<file path="src/rtl/tour_cmd.sv">
// tour_cmd: walks the knight's-tour move list and turns each knight move into
// a vertical-leg then a horizontal-leg move command for cmd_proc, using the
// same cmd/cmd_rdy/clr_cmd_rdy/send_resp handshake. In IDLE the UART command
// stream passes straight through to cmd_proc.
// Build option: define TOUR_FANFARE_EN to send horizontal legs with the
// move+fanfare opcode (4'h3) so a fanfare plays after every knight move.
module tour_cmd #(
    parameter int NUM_MOVES = 24
) (
    input  logic        clk,
    input  logic        rst,
    input  logic        start_tour,
    input  logic [7:0]  move,
    output logic [4:0]  mv_indx,
    input  logic [15:0] cmd_UART,
    input  logic        cmd_rdy_UART,
    output logic [15:0] cmd,
    output logic        cmd_rdy,
    input  logic        clr_cmd_rdy,
    input  logic        send_resp,
    output logic [7:0]  resp
);

    typedef enum logic [2:0] {IDLE, LOAD, VERT, VWAIT, HORZ, HWAIT} state_t;

    localparam logic [3:0] OP_MOVE = 4'h2;
`ifdef TOUR_FANFARE_EN
    localparam logic [3:0] OP_HORZ = 4'h3;
`else
    localparam logic [3:0] OP_HORZ = 4'h2;
`endif
    localparam logic [7:0] HDG_N     = 8'h00;
    localparam logic [7:0] HDG_W     = 8'h3F;
    localparam logic [7:0] HDG_S     = 8'h7F;
    localparam logic [7:0] HDG_E     = 8'hBF;
    localparam logic [4:0] LAST_INDX = 5'(NUM_MOVES - 1);
    localparam logic [7:0] RESP_BUSY = 8'hA5;
    localparam logic [7:0] RESP_DONE = 8'h5A;

    state_t      state, state_n;
    logic [7:0]  mv_reg;
    logic [15:0] cmd_fsm;
    logic        cmd_rdy_fsm;
    logic        clr_indx, inc_indx, ld_vert, ld_horz, tour_done;

    // Lowest set bit of the move byte; a move with several bits set resolves
    // to its lowest one.
    function automatic logic [2:0] low_bit(input logic [7:0] m);
        logic [2:0] k;
        k = 3'd0;
        for (int i = 7; i >= 0; i--) begin
            if (m[i]) k = 3'(i);
        end
        return k;
    endfunction

    // Vertical leg: north when dy>0, south otherwise, |dy| squares.
    function automatic logic [15:0] vert_cmd(input logic [7:0] m);
        logic [15:0] c;
        case (low_bit(m))
            3'd0, 3'd1: c = {OP_MOVE, HDG_N, 4'd2};
            3'd2, 3'd7: c = {OP_MOVE, HDG_N, 4'd1};
            3'd3, 3'd6: c = {OP_MOVE, HDG_S, 4'd1};
            default:    c = {OP_MOVE, HDG_S, 4'd2};
        endcase
        return c;
    endfunction

    // Horizontal leg: east when dx>0, west otherwise, |dx| squares.
    function automatic logic [15:0] horz_cmd(input logic [7:0] m);
        logic [15:0] c;
        case (low_bit(m))
            3'd0, 3'd5: c = {OP_HORZ, HDG_E, 4'd1};
            3'd1, 3'd4: c = {OP_HORZ, HDG_W, 4'd1};
            3'd2, 3'd3: c = {OP_HORZ, HDG_W, 4'd2};
            default:    c = {OP_HORZ, HDG_E, 4'd2};
        endcase
        return c;
    endfunction

    // Next-state logic plus the strobes that update index and command registers.
    always_comb begin
        state_n   = state;
        clr_indx  = 1'b0;
        inc_indx  = 1'b0;
        ld_vert   = 1'b0;
        ld_horz   = 1'b0;
        tour_done = 1'b0;
        case (state)
            IDLE: begin
                if (start_tour) begin
                    state_n  = LOAD;
                    clr_indx = 1'b1;
                end
            end
            LOAD: begin
                if (move == 8'h00) begin
                    state_n = IDLE;
                end else begin
                    state_n = VERT;
                    ld_vert = 1'b1;
                end
            end
            VERT: begin
                if (clr_cmd_rdy && send_resp) begin
                    state_n = HORZ;
                    ld_horz = 1'b1;
                end else if (clr_cmd_rdy) begin
                    state_n = VWAIT;
                end
            end
            VWAIT: begin
                if (send_resp) begin
                    state_n = HORZ;
                    ld_horz = 1'b1;
                end
            end
            HORZ, HWAIT: begin
                if ((state == HWAIT && send_resp) ||
                    (state == HORZ && clr_cmd_rdy && send_resp)) begin
                    if (mv_indx == LAST_INDX) begin
                        state_n   = IDLE;
                        tour_done = 1'b1;
                    end else begin
                        state_n  = LOAD;
                        inc_indx = 1'b1;
                    end
                end else if (state == HORZ && clr_cmd_rdy) begin
                    state_n = HWAIT;
                end
            end
            default: state_n = IDLE;
        endcase
    end

    // State, move index, latched move and the registered FSM command outputs.
    always_ff @(posedge clk) begin
        if (rst) begin
            state       <= IDLE;
            mv_indx     <= 5'd0;
            mv_reg      <= 8'h00;
            cmd_fsm     <= 16'h0000;
            cmd_rdy_fsm <= 1'b0;
        end else begin
            state       <= state_n;
            cmd_rdy_fsm <= (state_n == VERT) || (state_n == HORZ);
            if (clr_indx) begin
                mv_indx <= 5'd0;
            end else if (inc_indx) begin
                mv_indx <= mv_indx + 5'd1;
            end
            if (ld_vert) begin
                mv_reg  <= move;
                cmd_fsm <= vert_cmd(move);
            end else if (ld_horz) begin
                cmd_fsm <= horz_cmd(mv_reg);
            end
        end
    end

    // UART passthrough while idle; the tour owns the command port otherwise.
    always_comb begin
        cmd     = (state == IDLE) ? cmd_UART : cmd_fsm;
        cmd_rdy = (state == IDLE) ? cmd_rdy_UART : cmd_rdy_fsm;
        resp    = (state != IDLE && !tour_done) ? RESP_BUSY : RESP_DONE;
    end

endmodule
</file>
<file path="config.mk">
export PLATFORM = sky130hd
export DESIGN_NAME = tour_cmd
export DESIGN_NICKNAME = d
export VERILOG_FILES = /design/src/rtl/tour_cmd.sv
export SDC_FILE = /design/constraint.sdc
export NUM_CORES = 1
export LEC_CHECK = 0
export BUFFER_PORTS_ARGS = -buffer_cell sky130_fd_sc_hd__clkbuf_2
export CORE_MARGIN = 4
export CORE_UTILIZATION = 44
export CTS_BUF_LIST = sky130_fd_sc_hd__clkbuf_4
export DETAILED_ROUTE_END_ITERATION = 6
export PLACE_DENSITY_LB_ADDON = 0.05
export SETUP_SLACK_MARGIN = 0.3
export SLEW_MARGIN = 20
export SYNTH_ARGS = -nofsm -noshare
export SYNTH_HDL_FRONTEND = slang
export SYNTH_SLANG_ARGS = --single-unit
</file>
<file path="constraint.sdc">
create_clock -name clk -period 1.9 [get_ports clk]
set_clock_uncertainty 0.1 [all_clocks]
set_input_delay 0 -clock clk [delete_from_list [all_inputs] [get_ports clk]]
set_output_delay 0 -clock clk [all_outputs]
set_load 0.05 [all_outputs]
</file>
==> run metrics, run 1 <==
class of the most critical setup path flop to output pin; Tightest Hold Check Type input port to flop; final hold vios 0; worst-case headroom to the max-slew limit 75.49%; Pleak 0.001014 uW; non-filler instance count after layout 253; proportion of netlist area held by the largest area contributor 37.25%; setup repair after global routing missed its margin yes; number of vias in the routed layout 1401; fraction of final layout cells with drive strength greater than 1 54.71%; count of flip-flops with a built-in enable after synthesis 0; number of rows in the core area 18; Detail Placement HPWL 2293 um; final slew viol count 0; fin crit share 91.36%; gr ovfl total 0; endpoint of the most critical register-to-register path cmd_rdy_fsm; area added between synthesis and finish 79.25%; number of synthesized register bits 23; synthesis warning total 0; clock-pin slew on the worst setup and hold paths 0.13 ns; startpoint type of the worst setup path flop; maximum number of pins on one net before global-route repair 18; CTS Root Buffer Type clkbuf_4; largest area contributor in the netlist dfxtp_1; main flop type after synthesis dfxtp_1; Tmin final 1.736 ns; run status completed; antenna diode count 0; number of sinks handled by clock tree synthesis 23; most used standard cells in the synthesized netlist dfxtp_1, nor2_1, mux2i_1; leading cell type by number of instances after synthesis dfxtp_1; Placed Cells 219; number of antenna violations at the first check in global routing 0; Post-synth ARST share 0%; ANT nets after route 0; top cells by area in the synthesized netlist dfxtp_1, mux2i_1, nor2_1; number of max-cap violations 0; Clk Latency, worst-skew pair 0.31 ns; Pwr Density 769.5 nW/um^2; Net Count, Synth 169; slack of the worst reg-to-reg path 0.33 ns; input/output buffers 59; via count normalized by instance count 5.538; height of the die 61.01 um; Iteration-0 DRC Markers 67; distinct cell type count after synthesis 40; area enclosed by the die boundary 3722 um^2; slowest stage delay, CP 0.40 ns; TritonCTS clock tree done; required time of the critical path 1.80 ns; Total Negative Setup Slacks 0 ns; post-layout instance area 2216 um^2; worst r2r src mv_indx[0]; initial core utilization 48.15%; actual slew at the worst max-slew pin 0.3677 ns; post-placement worst setup slack 0.1348 ns; WHS Path Cells 4; cells along the critical path nor3_4, buf_6, or2_4, clkinvlp_4, clkbuf_8; Post-Route WL 4340 um; worst hold-check slack 0.05716 ns; Placer Congestion 0.7929; GRT Util Overall 20.03%; die width 61.01 um; iteration count of the initial detailed-routing pass 4; num ports 60; hold path startpoint move[5]; Slowest-stage cell, CP dfxtp_4; endpoint of the worst hold-timing path cmd_fsm[0]; Largest register FFs 8; cell count after synthesis 138; CP Capture Type output pin; number of buffers inserted during clock tree synthesis 3; first-pass GRT wire length 5637 um; part of the Yosys area used for sequential elements 37.25%; worst-case setup margin in the final layout 0.1642 ns; achievable clock frequency 0.5761 GHz; Max Fanout on Critical Path 6; post-detailed-route DRC marker count 0; Core Region 2567 um^2; via count of the first global-routing pass 1230; maximum level of the CTS H-tree 1; R2R cell count 7; number of buffers on the longest clock path 2; average wire per cell in the routed design 17.15 um; placement-stage cell area 1551 um^2; VDD IR max 0.0006674 V; arrival time reported for the critical path endpoint 1.64 ns; post-synthesis cell area 1236 um^2; Total Nets Final 255; Final setup viols 0; synthesized area per cell 8.958 um^2
-- per-stage QoR --
step           util, %  power (uW)
3_5_place_dp     60.43        1146
3_3_place_gp     60.43        1141
2_1_floorplan        -        1054
6_report         86.31        1705
5_1_grt          86.31        1764
4_1_cts          76.02        1527
-- worst max-delay path: cells and delay by family (launching register included) --
kind	cells	cell delay, ns
buffers and inverters	3	0.50
and+or+nand+nor	2	0.41
DFF	1	0.40
-- timing repair --
item / 4_1_cts / 5_1_grt
resized for setup: 55 / 67
buffers inserted: 5 / 11
endpoints found under the setup margin: 34 / 34
gates cloned: 2 / 1
hold buffers: 11 / 0
pin swaps: 1 / 9
endpoints found under the hold margin: 20 / 0
-- area by class of cell --
type,instances,area (um^2)
inverters,2,11.26
multi-input cells,101,812.0
clock buffers,3,22.52
flip-flops and latches,23,483.0
clock inverters,1,5.005
well taps,30,37.54
repair buffers,93,844.6
fillers,134,351.6
-- power breakdown --
group	total, uW	internal, uW	switching [uW]
combinational	943	429	514
sequential	534	506	27.5
clock	229	78.6	150
-- routing by layer --
| layer | share of wire [%] | global-route usage, % | routed length (um) | up-vias |
|---|---|---|---|---|
| met5 | 0 | 0 | 0 | - |
| met4 | 2.2 | 5.573 | 95 | 0 |
| met3 | 8.5 | 2.766 | 370 | 10 |
| met2 | 54 | 38.02 | 2324 | 70 |
| met1 | 36 | 23.13 | 1550 | 664 |
| li1 | - | - | - | 657 |
-- how the worst max path moves through the flow --
stage                    start         to  slack [ns]  depth (start not counted)
detailed placement     move[3]  mv_reg[1]        0.13                          6
floorplan           mv_indx[0]    resp[2]        0.02                          6
global route        mv_indx[0]    resp[2]        0.09                          6
global placement       move[3]  mv_reg[7]        0.18                          6
CTS                   state[1]     cmd[0]        0.20                          4
finish                state[0]    resp[2]        0.16                          5
-- layout by cell type (no fill, tap or decap), drive strengths merged, types with 2 or more instances in the layout --
cell type / count
nor3: 7
nor2b: 3
xor2: 3
nor4: 4
nand3: 2
dfxtp: 23
a21o: 6
nand2: 4
nand4: 3
nor2: 21
o31a: 4
and2: 7
mux2: 6
a21oi: 4
buf: 41
dlygate4sd3: 11
clkbuf: 44
mux2i: 9
-- logic make-up (layout without fill, tap and decap cells) --
| group | Yosys count | in the layout | synth area share [%] |
|---|---|---|---|
| XOR/XNOR | 4 | 4 | 2.835 |
| flip-flops | 23 | 23 | 37.25 |
| AO/OA/AOI/OAI | 22 | 22 | 13.67 |
| buffers and inverters | 14 | 99 | 7.287 |
| multiplexers | 15 | 15 | 12.75 |
| AND/OR/NAND/NOR | 59 | 59 | 25.20 |
| adder cells (fa/ha/maj) | 1 | 1 | 1.012 |
Power figures use the tool's default switching activity.
==> inputs of run 2 (changes only) <==
--- a/config.mk
+++ b/config.mk
@@ -6,8 +6,10 @@
 export NUM_CORES = 1
 export LEC_CHECK = 0
 export BUFFER_PORTS_ARGS = -buffer_cell sky130_fd_sc_hd__clkbuf_2
+export CELL_PAD_IN_SITES_DETAIL_PLACEMENT = 1
+export CELL_PAD_IN_SITES_GLOBAL_PLACEMENT = 1
 export CORE_MARGIN = 4
-export CORE_UTILIZATION = 44
+export CORE_UTILIZATION = 34
 export CTS_BUF_LIST = sky130_fd_sc_hd__clkbuf_4
 export DETAILED_ROUTE_END_ITERATION = 6
 export PLACE_DENSITY_LB_ADDON = 0.05
==> run metrics, run 2 (synthesized netlist as in run 1, its figures left out) <==
number of max-cap violations 0; setup repair after global routing missed its margin yes; iteration count of the initial detailed-routing pass 3; Clk Latency, worst-skew pair 0.31 ns; maximum level of the CTS H-tree 1; worst-case setup margin in the final layout 0.1139 ns; worst-case headroom to the max-slew limit 70.69%; Pleak 0.001014 uW; number of buffers inserted during clock tree synthesis 3; Final setup viols 0; ANT nets after route 0; top library cells by usage in the layout, fill and taps aside clkbuf_2, nor2_1, buf_8; num ports 60; Max Fanout on Critical Path 4; clock-pin slew on the worst setup and hold paths 0.13 ns; Total Negative Setup Slacks 0 ns; area enclosed by the die boundary 4664 um^2; post-detailed-route DRC marker count 0; Tightest Hold Check Type input port to flop; antenna diode count 0; cell class contributing the biggest share of worst-path delay simple AND/OR/NAND/NOR gates; gr ovfl total 0; class of the most critical setup path flop to output pin; achievable clock frequency 0.5599 GHz; CTS Root Buffer Type clkbuf_4; arrival time reported for the critical path endpoint 1.69 ns; most common cell after layout, fill and taps aside clkbuf_2; area added between synthesis and finish 81.28%; Total Nets Final 256; die width 68.30 um; required time of the critical path 1.80 ns; GRT Util Overall 17.17%; height of the die 68.30 um; number of antenna violations at the first check in global routing 0; fin crit share 94.01%; WHS Path Cells 4; actual slew at the worst max-slew pin 0.4388 ns; number of vias in the routed layout 1356; number of sinks handled by clock tree synthesis 23; Pwr Density 777.6 nW/um^2; via count of the first global-routing pass 1294; first-pass GRT wire length 6134 um; Core Region 3416 um^2; cells along the critical path ha_4, nand4b_1, nor3_2, or2_4, clkinvlp_4, buf_8; slowest stage delay, CP 0.38 ns; fraction of final layout cells with drive strength greater than 1 54.46%; CP Capture Type output pin; final hold vios 0; input/output buffers 59; number of rows in the core area 21; Largest register FFs 8; via count normalized by instance count 5.022; run status completed; Detail Placement HPWL 2642 um; Slowest-stage cell, CP dfxtp_4; startpoint type of the worst setup path flop; initial core utilization 36.19%; Post-Route WL 4720 um; worst path bufs/invs 2; final slew viol count 0; maximum number of pins on one net before global-route repair 18; number of logic stages on the critical path including buffering 6; number of buffers on the longest clock path 2; R2R cell count 8; TritonCTS clock tree done; Tmin final 1.786 ns; Iteration-0 DRC Markers 22; VDD IR max 0.0003862 V; post-placement worst setup slack 0.09690 ns; average wire per cell in the routed design 17.48 um; Placer Congestion 0.7971
run 2: changes by cell type in the layout (fill, tap and decap cells not counted), sizes merged:
cell	delta
clkinv	-1
clkbuf	-5
buf	+7
run 2: path summary, 6_finish.rpt:
path / to / slack, ns / from
hold reg to reg: cmd_fsm[11] / 0.41 / cmd_fsm[11]
hold / removal: cmd_fsm[0] / 0.07 / move[5]
setup reg to reg: state[0] / 0.29 / state[0]
setup / recovery: resp[0] / 0.11 / mv_indx[1]
run 2: area by class of cell:
cell class	count	area, um^2
Fill cell	388	1175
Tap cell	46	57.56
Multi-Input combinational cell	101	809.5
Timing Repair Buffer	94	849.6
Clock buffer	4	30.03
Inverter	2	11.26
Sequential cell	23	483.0
run 2: timing repair:
item,4_1_cts,5_1_grt
hold buffers,11,0
endpoints found under the setup margin,36,40
endpoints found under the hold margin,19,0
setup buffers,7,9
pin swaps,3,16
cloned,3,0
gates resized for setup,68,56
run 2: where the power goes:
part	switching (uW)	internal (uW)
Sequential	25.5	506
Combinational	529	439
Clock	147	96.1
Total	702	1040
run 2: per-stage QoR:
step,hold slack (ns),power [uW],instance area [um^2],util (%),instances
2_1_floorplan,0.04720,1054,1282,-,138
3_3_place_gp,0.1721,1149,1579,46.23,236
3_5_place_dp,0.1969,1157,1579,46.23,236
4_1_cts,0.05358,1603,2042,59.78,261
5_1_grt,0.06532,1819,2241,65.60,270
6_report,0.07404,1743,2241,65.60,270
run 2: per-layer routing:
layer / routed length [um] / global-route usage, %
met1: 1900 / 20.36
met2: 2485 / 32.01
met3: 258 / 2.299
met4: 77 / 4.467
met5: 0 / 0
run 2: tightest hold or removal path: cells and delay by family:
family,cells,cell delay [ns]
AND/OR/NAND/NOR,1,0.04
AO/OA/AOI/OAI,2,0.30
buffers and inverters,1,0.10
==> inputs of run 3 (changes only) <==
--- a/config.mk
+++ b/config.mk
@@ -5,7 +5,7 @@
 export SDC_FILE = /design/constraint.sdc
 export NUM_CORES = 1
 export LEC_CHECK = 0
-export BUFFER_PORTS_ARGS = -buffer_cell sky130_fd_sc_hd__clkbuf_2
+export BUFFER_PORTS_ARGS = -buffer_cell sky130_fd_sc_hd__buf_2
 export CELL_PAD_IN_SITES_DETAIL_PLACEMENT = 1
 export CELL_PAD_IN_SITES_GLOBAL_PLACEMENT = 1
 export CORE_MARGIN = 4
==> run metrics, run 3 (synthesized netlist as in run 1, its figures left out) <==
final hold vios 0; relative contribution of the clock network to total power 14.4%; ANT nets after route 0; number of vias in the routed layout 1330; input/output buffers 59; arrival time reported for the critical path endpoint 1.73 ns; hold path startpoint clr_cmd_rdy; Pleak 0.0009592 uW; number of buffers inserted during clock tree synthesis 3; worst r2r src mv_indx[0]; Core Region 3416 um^2; actual slew at the worst max-slew pin 0.3342 ns; VDD IR max 0.0004554 V; height of the die 68.30 um; TritonCTS clock tree done; Net Sw Frac 41.75%; endpoint of the most critical register-to-register path cmd_rdy_fsm; num ports 60; Max Fanout on Critical Path 5; worst-case headroom to the max-slew limit 77.54%; final slew viol count 0; achievable clock frequency 0.5458 GHz; Placed Cells 236; required time of the critical path 1.80 ns; CP Capture Type output pin; part of the total power dissipated in sequential elements 32.5%; Internal Dissipation 953.0 uW; part of the total power dissipated in combinational logic 53.1%; number of antenna violations at the first check in global routing 0; Psw 683.1 uW; area enclosed by the die boundary 4664 um^2; antenna diode count 0; CTS Root Buffer Type clkbuf_4; number of buffers on the longest clock path 2; WHS Path Cells 5; GRT Util Overall 18.27%; average wire per cell in the routed design 16.70 um; endpoint of the worst hold-timing path state[2]; non-filler instance count after layout 266; Post-Route WL 4443 um; top library cells by usage in the layout, fill and taps aside buf_2, nor2_1, buf_6; clock-pin slew on the worst setup and hold paths 0.14 ns; initial core utilization 36.19%; worst path bufs/invs 2; cells along the critical path ha_4, nand4b_1, nor3_2, or2_4, clkinvlp_4, buf_6; gr ovfl total 0; post-detailed-route DRC marker count 0; iteration count of the initial detailed-routing pass 2; die width 68.30 um; Pwr Density 771.0 nW/um^2; fin crit share 96.44%; Detail Placement HPWL 2713 um; R2R cell count 7; via count of the first global-routing pass 1405; first-pass GRT wire length 6396 um; class of the most critical setup path flop to output pin; Clk Latency, worst-skew pair 0.31 ns; Total Nets Final 252; Largest register FFs 8; slack of the worst reg-to-reg path 0.34 ns; cell class contributing the biggest share of worst-path delay simple AND/OR/NAND/NOR gates; most common cell after layout, fill and taps aside buf_2; Final setup viols 0; startpoint type of the worst setup path flop; maximum number of pins on one net before global-route repair 18; maximum level of the CTS H-tree 1; Slowest-stage cell, CP dfxtp_4; number of rows in the core area 21; Iteration-0 DRC Markers 9; Placer Congestion 0.7430; Total Negative Setup Slacks 0 ns; number of max-cap violations 0; final design utilization 62.12%; Tmin final 1.832 ns; number of sinks handled by clock tree synthesis 23; Tightest Hold Check Type input port to flop; via count normalized by instance count 5.000; slowest stage delay, CP 0.38 ns; fraction of final layout cells with drive strength greater than 1 52.73%; setup repair after global routing missed its margin yes; run status completed; area added between synthesis and finish 71.66%
## run 3: per-layer routing
layer / vias to the layer above / share of wire, % / track usage, %
met5: - / 0 / 0
met2: 42 / 54 / 36.70
met1: 628 / 39 / 18.89
met3: 4 / 6.8 / 3.120
met4: 0 / 0.65 / 5.211
li1: 656 / - / -
## run 3: timing repair
| item | in CTS | in global routing |
|---|---|---|
| hold buffers | 11 | 0 |
| resized for setup | 67 | 24 |
| setup endpoints to repair | 27 | 40 |
| pin swaps | 1 | 3 |
| setup buffers | 9 | 4 |
| hold endpoints to repair | 21 | 0 |
| cloned | 2 | 0 |
## run 3: worst max-delay path by stage
| stage | startpoint | end | cells after the start |
|---|---|---|---|
| finish | mv_indx[0] | resp[2] | 6 |
| floorplan | mv_indx[0] | resp[2] | 6 |
| global placement | move[3] | cmd_fsm[1] | 6 |
| CTS | state[1] | cmd[13] | 4 |
| detailed placement | move[3] | cmd_fsm[1] | 6 |
| global route | mv_indx[0] | resp[2] | 6 |
## run 3: final cells by class
| type | count | area, um^2 |
|---|---|---|
| Clock buffer | 3 | 22.52 |
| Sequential cell | 23 | 483.0 |
| Multi-Input combinational cell | 101 | 798.3 |
| Inverter | 2 | 11.26 |
| Tap cell | 46 | 57.56 |
| Timing Repair Buffer | 90 | 744.5 |
| Clock inverter | 1 | 5.005 |
| Fill cell | 402 | 1294 |
## run 3: tightest hold or removal path: cells and delay by family
family                 cells  cell delay (ns)
buffers and inverters      2             0.26
AOI/OAI and AO/OA          2             0.13
and+or+nand+nor            1             0.05
## run 3: through the flow
stage	hold WS, ns	area [um^2]	setup WS [ns]	total power (uW)
after floorplan	0.04720	1282	0.02314	1054
after CTS	0.04374	2008	0.1896	1581
final	0.04817	2122	0.06769	1636
after detailed placement	0.1870	1579	0.06726	1158
after global routing	0.07301	2122	-0.04125	1713
after global placement	0.1749	1579	0.1689	1148
## run 3: power by group through the flow
stage | logic (uW) | registers (uW) | clock network (uW)
after floorplan | 521 | 532 | 0
after global placement | 608 | 540 | 0
after detailed placement | 617 | 540 | 0
after CTS | 807 | 532 | 242
after global routing | 910 | 537 | 266
final | 868 | 532 | 236
